==> src/rtl/tl_pkg.sv <==
// Shared definitions for the highway/farm-road light controller and its timer:
// controller state encodings, default timing constants and a width helper.
package tl_pkg;

    typedef enum logic [1:0] {
        S_HG = 2'b00,
        S_HY = 2'b01,
        S_FG = 2'b10,
        S_FY = 2'b11
    } tl_state_e;

    localparam int DEF_PRESCALE    = 50;
    localparam int DEF_SHORT_TICKS = 5;
    localparam int DEF_LONG_TICKS  = 25;
    localparam int DEF_CNT_W       = 8;
    localparam int DEF_DEB_CYCLES  = 4;

    // Bits needed to hold values 0..max_val, never less than one.
    function automatic int cnt_width(input int max_val);
        int w;
        w = 32'sd1;
        while ((32'sd1 << w) <= max_val) begin
            w = w + 32'sd1;
        end
        return w;
    endfunction

endpackage

==> src/rtl/car_debounce.sv <==
// Farm-road car sensor conditioning: two-flop synchronizer followed by a
// debounce counter; C only follows the synchronized sensor after it has
// disagreed with C for DEB_CYCLES consecutive cycles.
module car_debounce
    import tl_pkg::*;
#(
    parameter int DEB_CYCLES = DEF_DEB_CYCLES
) (
    input  logic clk,
    input  logic reset,
    input  logic car_raw,
    output logic C
);

    localparam int DW = cnt_width(DEB_CYCLES - 1);
    localparam logic [DW-1:0] DEB_LAST = DW'(DEB_CYCLES - 1);

    logic          s1_r;
    logic          s2_r;
    logic          c_r;
    logic [DW-1:0] deb_cnt_r;

    // Synchronizer, debounce counter and the debounced car flag.
    always_ff @(posedge clk) begin
        if (reset) begin
            s1_r      <= 1'b0;
            s2_r      <= 1'b0;
            c_r       <= 1'b0;
            deb_cnt_r <= {DW{1'b0}};
        end else begin
            s1_r <= car_raw;
            s2_r <= s1_r;
            if (s2_r == c_r) begin
                deb_cnt_r <= {DW{1'b0}};
            end else if (deb_cnt_r == DEB_LAST) begin
                c_r       <= s2_r;
                deb_cnt_r <= {DW{1'b0}};
            end else begin
                deb_cnt_r <= deb_cnt_r + DW'(1);
            end
        end
    end

    assign C = c_r;

endmodule

==> src/rtl/traffic_timer.sv <==
// Interval timer for the light controller: a prescaled tick counter restarted
// by ST, with registered short/long expiry flags, plus the debounced car input.
module traffic_timer
    import tl_pkg::*;
#(
    parameter int PRESCALE    = DEF_PRESCALE,
    parameter int SHORT_TICKS = DEF_SHORT_TICKS,
    parameter int LONG_TICKS  = DEF_LONG_TICKS,
    parameter int CNT_W       = DEF_CNT_W,
    parameter int DEB_CYCLES  = DEF_DEB_CYCLES
) (
    input  logic             clk,
    input  logic             reset,
    input  logic             ST,
    input  logic             car_raw,
    output logic             TS,
    output logic             TL,
    output logic             C,
    output logic             tick,
    output logic [CNT_W-1:0] elapsed
);

    localparam int PW = cnt_width(PRESCALE - 1);
    localparam logic [PW-1:0]    PRE_LAST = PW'(PRESCALE - 1);
    localparam logic [CNT_W-1:0] SHORT_V  = CNT_W'(SHORT_TICKS);
    localparam logic [CNT_W-1:0] LONG_V   = CNT_W'(LONG_TICKS);

    logic [PW-1:0]    presc_r;
    logic [PW-1:0]    presc_nxt_s;
    logic             tick_r;
    logic [CNT_W-1:0] elapsed_r;
    logic [CNT_W-1:0] elapsed_nxt_s;
    logic             ts_r;
    logic             tl_r;

    // Next prescaler and elapsed values; ST wins over a tick in the same cycle.
    always_comb begin
        presc_nxt_s   = presc_r;
        elapsed_nxt_s = elapsed_r;
        if (ST) begin
            presc_nxt_s   = {PW{1'b0}};
            elapsed_nxt_s = {CNT_W{1'b0}};
        end else begin
            if (presc_r == PRE_LAST) begin
                presc_nxt_s = {PW{1'b0}};
            end else begin
                presc_nxt_s = presc_r + PW'(1);
            end
            if (tick_r && (elapsed_r != LONG_V)) begin
                elapsed_nxt_s = elapsed_r + CNT_W'(1);
            end else begin
                elapsed_nxt_s = elapsed_r;
            end
        end
    end

    // Flags are registered from the next elapsed value, so TS/TL change on the
    // same edge as elapsed yet carry no combinational path from ST.
    always_ff @(posedge clk) begin
        if (reset) begin
            presc_r   <= {PW{1'b0}};
            tick_r    <= 1'b0;
            elapsed_r <= {CNT_W{1'b0}};
            ts_r      <= 1'b0;
            tl_r      <= 1'b0;
        end else begin
            presc_r   <= presc_nxt_s;
            tick_r    <= (presc_nxt_s == PRE_LAST);
            elapsed_r <= elapsed_nxt_s;
            ts_r      <= (elapsed_nxt_s >= SHORT_V);
            tl_r      <= (elapsed_nxt_s >= LONG_V);
        end
    end

    car_debounce #(
        .DEB_CYCLES(DEB_CYCLES)
    ) u_car_debounce (
        .clk    (clk),
        .reset  (reset),
        .car_raw(car_raw),
        .C      (C)
    );

    assign TS      = ts_r;
    assign TL      = tl_r;
    assign tick    = tick_r;
    assign elapsed = elapsed_r;

endmodule

==> config.mk <==
export PLATFORM = sky130hd
export DESIGN_NAME = traffic_timer
export DESIGN_NICKNAME = d
export VERILOG_FILES = /design/src/rtl/tl_pkg.sv /design/src/rtl/car_debounce.sv /design/src/rtl/traffic_timer.sv
export SDC_FILE = /design/constraint.sdc
export NUM_CORES = 1
export LEC_CHECK = 0
export CAP_MARGIN = 40
export CORE_ASPECT_RATIO = 0.8
export CORE_MARGIN = 2
export CORE_UTILIZATION = 55
export CTS_CLUSTER_DIAMETER = 150
export DETAILED_ROUTE_END_ITERATION = 10
export PLACE_DENSITY = 0.84
export SKIP_LAST_GASP = 1
export SYNTH_ARGS = -nofsm -noshare
export SYNTH_HDL_FRONTEND = slang
export SYNTH_SLANG_ARGS = --single-unit
export TNS_END_PERCENT = 1
==> constraint.sdc <==
create_clock -name clk -period 3.7 [get_ports clk]
set_clock_uncertainty 0.15 [all_clocks]
set_input_delay 1.11 -clock clk [delete_from_list [all_inputs] [get_ports clk]]
set_output_delay 1.11 -clock clk [all_outputs]
set_load 0.005 [all_outputs]
==> results.cfg <==
[run_status]
status = finished, final reports clean

[cells_and_area]
design_area_um2 = 1200
syn2layout_area_growth_pct = 22.1
nets = 130
final_cell_mix = dfxtp_1 (22), nor2_1 (16), clkdlybuf4s50_1 (15)
antenna_cells = 0
final_common_cell = dfxtp_1
layout-drive-gt1-share_pct = 7.50

[floorplanning]
rows = 13
initial_core_util_pct = 59.4
die_w_um = 51.3
fp.dieArea_um2 = 2150
design.core.area_um2 = 1660
io_pins = 16
die_h_um = 41.9

[timing]
hold_slack_ps = 282
fmax_mhz = 380
worstMarginPinSlew_ps = 502
finalWorstSetupSlack_ps = 1070
fin_crit_ps = 2630
rsz0062_at_grt = no
fin_setup_tns_ps = 0
setup_viol = 0
finalCritPeriodShare_pct = 71.0
hold_viol_final = 0
drv_slew = 0
max_slew_margin_pct = 66.3

[setup_path]
crit_arrival_ps = 1370
slowest_stage = clkdlybuf4s50_1
crit_type = reg -> out
path_cells = clkdlybuf4s50_1
cp_max_fo = 9
critical-path-max-stage-delay_ps = 560
required_ps = 2440
crit_family = buffers and inverters
critPathLaunchType = register
worst_setup_path_end_kind = output pin
critPathBufInv = 1

[synthesis]
syn_inst = 104
yosysWarnings = 0
yosys.area.top_type = dfxtp_1
synth_area_um2 = 986
ys_ff_latch = 22
syn_area_per_cell_um2 = 9.48
yosysTopAreaCellShare_pct = 44.7
ys_seq_area_share_pct = 44.7
syn_nets = 113
yosys.cell_types.count = 34
netlist_top_cells_area = dfxtp_1 (45%), ha_1 (6.3%), xor2_1 (6.2%), nor2_1 (6.1%), xnor2_1 (3.6%)

[detailed_routing]
num_vias = 794
first_pass_iters = 4
wire_per_inst_um = 13.2
drc = 0
antenna_left = 0
drt_iter0_markers = 14
drt_wl_total_um = 1870
via_per_inst = 5.59

[clock_tree]
cts_tree = built
max-clock-path-buffers = 2
postCtsResizedCells = 0
cts_buffers = 3
insertion_delay_ps = 310
htree_levels = 1
clk_pin_slew_ps = 130
ctsRootBufferMaster = clkbuf_4
hold_buffers = 0
clock-sinks = 22
post-cts-setup-buffer-count = 0

[pwr]
powerDensity_nw_per_um2 = 364
power.total_w = 0.000438
p_leak_nw = 0.450
ir_drop_uv = 353

[placement]
hpwl_um = 1370
port_buffers = 15
dpl_cell_area_um2 = 1150
gp_congestion = 0.752
post-place-ws_ps = 941

[grt]
grt_pass1_wl_um = 3250
grt_pass1_vias = 733
grt_use_total_pct = 20.2
grt_max_degree = 14
grt_overflow_total = 0
antenna_found_initial = 0

[min_path]
hold_path.class = reg -> reg

[flow_run]
maxCapViolCount = 0
-- cell usage after synthesis --
master / count
nor2b_1: 3
or3_4: 1
ha_1: 5
and3_1: 2
a211oi_1: 1
nor3_1: 3
or2_2: 2
nor4bb_1: 2
a211o_1: 1
nand3_1: 5
xnor2_1: 4
or2_4: 1
mux2i_1: 2
inv_1: 3
a311oi_1: 1
nor2_1: 16
a221oi_1: 1
xor2_1: 7
and4_1: 1
clkbuf_2: 1
a31oi_1: 1
a22o_1: 1
clkbuf_1: 2
nand4b_1: 1
o31ai_1: 2
a21oi_1: 2
dfxtp_1: 22
nor4_1: 1
or3_1: 1
nand4_1: 2
o21ai_0: 1
nand2_1: 3
nand2b_1: 2
nor2b_4: 1
-- routing by layer --
layer / vias to the layer above / track usage (%) / share of wire (%)
met1: 371 / 26.6 / 46
li1: 399 / - / -
met3: 4 / 6.83 / 5.5
met5: - / 0 / 0
met4: 0 / 7.89 / 1.9
met2: 20 / 30.4 / 46
-- through the flow --
stage               std cells  util, %
finish                    142     72.5
global route              142     72.5
CTS                       142     72.5
detailed placement        138     69.4
global placement          138     69.4
floorplan                 104        -
-- layout make-up --
type / instances / area, µm²
Clock buffer: 3 / 22.5
Clock inverter: 1 / 30.0
Fill cell: 138 / 455
Inverter: 3 / 11.3
Multi-Input combinational cell: 76 / 522
Sequential cell: 22 / 440
Tap cell: 22 / 27.5
Timing Repair Buffer: 15 / 150
-- cell families after synthesis --
logic type / count (synthesis) / synth area share, %
adder cells (fa/ha/maj): 5 / 6.35
AO/OA/AOI/OAI: 11 / 8.00
multiplexers: 2 / 2.03
buffers and inverters: 6 / 2.41
AND/OR/NAND/NOR: 47 / 26.8
flip-flops: 22 / 44.7
XOR/XNOR: 11 / 9.77
-- final timing paths --
| check | from | to | slack, ps | cells after the start |
|---|---|---|---|---|
| setup / recovery | tick | tick | 1070 | 1 |
| setup reg to reg | elapsed[0] | TS | 1670 | 6 |
| hold / removal | u_car_debounce.deb_cnt_r[0] | u_car_debounce.deb_cnt_r[0] | 280 | 1 |
| hold reg to reg | u_car_debounce.deb_cnt_r[0] | u_car_debounce.deb_cnt_r[0] | 280 | 1 |
-- registers in the layout, summed over array words and instances, names as in the netlist --
signal / flops
TL: 1
presc_r: 6
elapsed: 8
u_car_debounce.s2_r: 1
u_car_debounce.deb_cnt_r: 2
u_car_debounce.C: 1
tick: 1
u_car_debounce.s1_r: 1
TS: 1
-- report_power, final --
part	internal (W)	total, W	leakage [nW]	switching, W
Sequential	0.000239	0.000241	0.178	0.00000178
Combinational	0.00000635	0.0000140	0.244	0.00000762
Clock	0.000110	0.000183	0.0279	0.0000739
Total	0.000355	0.000438	0.450	0.0000833
Note: power is estimated with default switching activity, not from simulation.
